File: config.mk
export PLATFORM = sky130hd
export DESIGN_NAME = ram_port_a_burst_writer
export DESIGN_NICKNAME = d
export VERILOG_FILES = /design/src/rtl/ram_port_a_burst_writer.sv
export SDC_FILE = /design/constraint.sdc
export NUM_CORES = 1
export LEC_CHECK = 0
export BUFFER_PORTS_ARGS = -buffer_cell sky130_fd_sc_hd__buf_4
export CAP_MARGIN = 10
export CORE_UTILIZATION = 35
export DETAILED_ROUTE_END_ITERATION = 10
export PLACE_DENSITY_LB_ADDON = 0.08
export REMOVE_ABC_BUFFERS = 1
export SLEW_MARGIN = 25
export SYNTH_ARGS = -nofsm -noshare
export SYNTH_HDL_FRONTEND = slang
export SYNTH_SLANG_ARGS = --single-unit
export TNS_END_PERCENT = 100
File: constraint.sdc
create_clock -name clk_a -period 2.1 [get_ports clk_a]
set_input_delay 0.21 -clock clk_a [delete_from_list [all_inputs] [get_ports clk_a]]
set_output_delay 0.21 -clock clk_a [all_outputs]
set_load 0.05 [all_outputs]
File: src/rtl/ram_port_a_burst_writer.sv
// Burst write sequencer for RAM port A: one registered write per accepted beat, done/aborted pulses.
// Latency: beat accepted at edge n writes during n->n+1; done high n+1->n+2. data_ready drops on abort.
module ram_port_a_burst_writer #(
  parameter int ADDR_WIDTH = 8,
  parameter int DATA_WIDTH = 8
) (
  input  logic                  clk_a,
  input  logic                  reset_a,
  input  logic                  cmd_valid,
  output logic                  cmd_ready,
  input  logic [ADDR_WIDTH-1:0] cmd_start_address,
  input  logic [ADDR_WIDTH-1:0] cmd_length,
  input  logic                  data_valid,
  output logic                  data_ready,
  input  logic [DATA_WIDTH-1:0] data_in,
  input  logic                  abort,
  output logic                  write_enable_a,
  output logic                  output_enable_a,
  output logic [ADDR_WIDTH-1:0] address_a,
  output logic [DATA_WIDTH-1:0] data_in_a,
  output logic                  busy,
  output logic                  done,
  output logic                  aborted
);

  typedef enum logic [1:0] {IDLE, BURST, FINISH} state_t;

  state_t                  state_q, state_d;
  logic [ADDR_WIDTH-1:0]   cur_addr_q, cur_addr_d;
  logic [ADDR_WIDTH-1:0]   remaining_q, remaining_d;
  logic [ADDR_WIDTH-1:0]   address_a_q, address_a_d;
  logic [DATA_WIDTH-1:0]   data_in_a_q, data_in_a_d;
  logic                    write_enable_a_q, write_enable_a_d;
  logic                    done_q, done_d;
  logic                    aborted_q, aborted_d;
  logic                    beat_acc;

  assign cmd_ready  = (state_q == IDLE);
  assign data_ready = (state_q == BURST) && !abort;
  assign beat_acc   = data_valid && data_ready;

  always_comb begin
    state_d          = state_q;
    cur_addr_d       = cur_addr_q;
    remaining_d      = remaining_q;
    address_a_d      = address_a_q;
    data_in_a_d      = data_in_a_q;
    write_enable_a_d = beat_acc;
    done_d           = 1'b0;
    aborted_d        = 1'b0;

    if (beat_acc) begin
      address_a_d = cur_addr_q;
      data_in_a_d = data_in;
      cur_addr_d  = cur_addr_q + ADDR_WIDTH'(1);
    end

    case (state_q)
      IDLE: begin
        if (cmd_valid) begin
          cur_addr_d  = cmd_start_address;
          remaining_d = cmd_length;
          state_d     = BURST;
        end
      end
      BURST: begin
        if (abort) begin
          state_d   = IDLE;
          aborted_d = 1'b1;
        end else if (beat_acc) begin
          if (remaining_q == '0) begin
            state_d = FINISH;
          end else begin
            remaining_d = remaining_q - ADDR_WIDTH'(1);
          end
        end
      end
      FINISH: begin
        // First cycle lets the last write commit; done rises only once the RAM holds it.
        if (done_q) begin
          state_d = IDLE;
        end else begin
          done_d = 1'b1;
        end
      end
      default: state_d = IDLE;
    endcase
  end

  always_ff @(posedge clk_a or posedge reset_a) begin
    if (reset_a) begin
      state_q          <= IDLE;
      cur_addr_q       <= '0;
      remaining_q      <= '0;
      address_a_q      <= '0;
      data_in_a_q      <= '0;
      write_enable_a_q <= 1'b0;
      done_q           <= 1'b0;
      aborted_q        <= 1'b0;
    end else begin
      state_q          <= state_d;
      cur_addr_q       <= cur_addr_d;
      remaining_q      <= remaining_d;
      address_a_q      <= address_a_d;
      data_in_a_q      <= data_in_a_d;
      write_enable_a_q <= write_enable_a_d;
      done_q           <= done_d;
      aborted_q        <= aborted_d;
    end
  end

  assign write_enable_a  = write_enable_a_q;
  assign output_enable_a = 1'b0;
  assign address_a       = address_a_q;
  assign data_in_a       = data_in_a_q;
  assign busy            = (state_q != IDLE);
  assign done            = done_q;
  assign aborted         = aborted_q;

endmodule

==> out/metrics.cfg <==
[run_status]
status=finished, final reports clean

[sta]
finalSetupViolations=0
finalHoldViolations=0
tns_ps=0
finalCriticalPeriod_ps=1660
slew_viol_final=0
finalClockSkew_ps=7.84
grt_setup_unrepaired=false
fmax_ghz=0.602
period_share_pct=79.1

[cts]
cts_tree=built
post-cts-setup-buffers=0
cts_resized=0
cts_buffer_depth=2
numCtsBuffers=5
worstSkewPairLatency_ps=290
clock_sinks=37
clkTransAtPathRegs_ps=80
cts.hold.buffers_added=0
cts-root-buf=clkbuf_8
h-tree-depth=2

[die]
die_x_um=73.1
start_util_pct=37.0
io_pins=52
core_area_mm2=0.00479
rows=25
die_area_mm2=0.00534
die_y_um=73.1

[synth]
ys_seq_area_share_pct=52.3
synth_cell_types=38
synth_flop_cell=dfrtp_1
synthCells=195
yosysWarnings=0
synth_area_per_cell_um2=9.07
synth_edf_count=0
ys_ff_latch=37
ys_async_sr_fraction_pct=100
syn-cell-area_mm2=0.00177

[power_and_ir_drop]
vdd_drop_max_uv=666
seq_power_share_pct=38.0
p_total_w=0.00289
swShare_pct=41.5
p_int_w=0.00169
pwr-share-comb_pct=39.7
pwr_density_cell_mw_per_mm2=1230
switching_power_w=0.00120
power.leakage_nw=1.17
clockPowerShare_pct=22.3

[setup_path]
critical_path_class=flip-flop to flip-flop
crit_path_start=remaining_q[4]
endpoint=remaining_q[4]
r2r_slack_ps=440
crit_arrival_ps=1840
r2r_end=remaining_q[4]
path_cells=nor4_4 -> and3_4 -> o21ai_2 -> a32o_1
regToRegStartpoint=remaining_q[4]
worstRegToRegCells=4
cp.required_ps=2280
cpPeakStageDelay_ps=450
cp-end-kind=flip-flop
cp_slowest_cell=nor4_4
start_kind=flip-flop
cp_max_fo=6

[grt]
antenna_found_initial=0
grt_max_degree=38
grtUsageTotal_pct=15.7
grt_remaining_overflow=0
grt_pass1_vias=1340
grt_pass1_wl_mm=6.31

[detailed_routing]
drt-total-wl_mm=3.90
viasPerCell=4.77
wire_per_inst_um=12.3
ant_nets=0
firstDrtPassIters=4
route.vias.total=1511
drt_iter0_markers=113
drc=0

[job]
drv_cap=0

[cells_and_area]
area_growth_pct=32.9
fillers=478
fin_nets=281
final_layout_size_suffix_gt1_share_pct=28.0
n_antenna_cell=0
final_cell_mix=68 x nand2_1, 56 x buf_4, 37 x dfrtp_1, 10 x nor2_1, 7 x o21ai_1
final_common_cell=nand2_1

[placement]
gp_congestion=0.726
place_hpwl_mm=2.73
numPortBuffers=50

[min_path]
min_path_type=primary input to asynchronous set/reset pin

==> layer usage <==
metal / part of all wire [%] / track usage (%)
met5: 0 / 0
met2: 46 / 24.5
met4: 1.5 / 6.54
met3: 6.7 / 4.28
met1: 46 / 20.7
==> power groups by stage <==
stage	Combinational [W]	Clock (W)	Sequential, W
floorplan	0.000412	0	0.00148
global placement	0.00115	0	0.00111
detailed placement	0.00115	0	0.00111
CTS	0.00116	0.000664	0.00110
global route	0.00124	0.000683	0.00113
finish	0.00115	0.000643	0.00110
==> synth_stat cells (2+ instances only) <==
cell type / count / share of area [%]
ha_1: 3 / 2.1
nand4_1: 5 / 1.8
buf_1: 2 / 0.42
a31oi_1: 3 / 1.1
a21oi_1: 5 / 1.4
nand2_1: 68 / 14
clkbuf_1: 2 / 0.42
dfrtp_1: 37 / 52
nor3_1: 3 / 0.85
nand3_1: 4 / 1.1
and2_1: 3 / 1.1
inv_1: 4 / 0.85
o21ai_0: 4 / 1.1
a21o_1: 2 / 0.85
nor2_1: 10 / 2.1
a32o_1: 2 / 1.1
buf_2: 4 / 1.1
and3_1: 3 / 1.1
xor2_1: 6 / 3.0
o21ai_1: 7 / 2.0
==> logic make-up (layout without fill, tap and decap cells) <==
kind of cell / after synthesis / after routing / share of synthesized area (%)
buffers and inverters: 14 / 69 / 3.47
DFF: 37 / 37 / 52.3
and+or+nand+nor: 102 / 102 / 26.3
xor gates and xnor gates: 7 / 7 / 3.47
adders and majority gates: 3 / 3 / 2.12
AOI/OAI and AO/OA: 31 / 31 / 12.1
other: 1 / 1 / 0.212
==> final cells by class <==
cell class                      count  area (um2)  share of cell area, %
Inverter                            5        18.8                  0.798
Clock inverter                      2        37.5                   1.60
Tap cell                           67        83.8                   3.57
Sequential cell                    37         926                   39.4
Multi-Input combinational cell    144         782                   33.3
Clock buffer                        6        82.6                   3.51
Timing Repair Buffer               56         420                   17.9
==> through the flow <==
step	utilization [%]	cell area, um2	hold WS (ps)	std cells	worst slack [ps]
2_1_floorplan	-	1730	315	186	122
3_3_place_gp	46.6	2230	366	309	459
3_5_place_dp	46.6	2230	361	309	446
4_1_cts	49.1	2350	43.9	317	436
5_1_grt	49.1	2350	81.2	317	321
6_report	49.1	2350	33.7	317	439
==> how the worst min path moves through the flow <==
| stage | slack (ps) | end | startpoint |
|---|---|---|---|
| after CTS | 40 | data_in_a[4] | reset_a |
| after floorplan | 320 | data_in_a[0] | data_in[0] |
| after global routing | 80 | data_in_a[1] | reset_a |
| after detailed placement | 360 | data_in_a[5] | reset_a |
| final | 30 | data_in_a[4] | reset_a |
| after global placement | 370 | data_in_a[5] | reset_a |
==> sequential cells by signal, indices dropped and copies added (netlist names) <==
register / count
address_a: 8
remaining_q: 8
cur_addr_q: 8
done: 1
write_enable_a: 1
aborted: 1
state_q: 2
data_in_a: 8
==> critical path: cells and delay by family, from the launching register on <==
family / cells / cell delay (ps)
and+or+nand+nor: 2 / 740
DFF: 1 / 430
AOI/OAI and AO/OA: 2 / 380
Note: power is estimated with default switching activity, not from simulation.
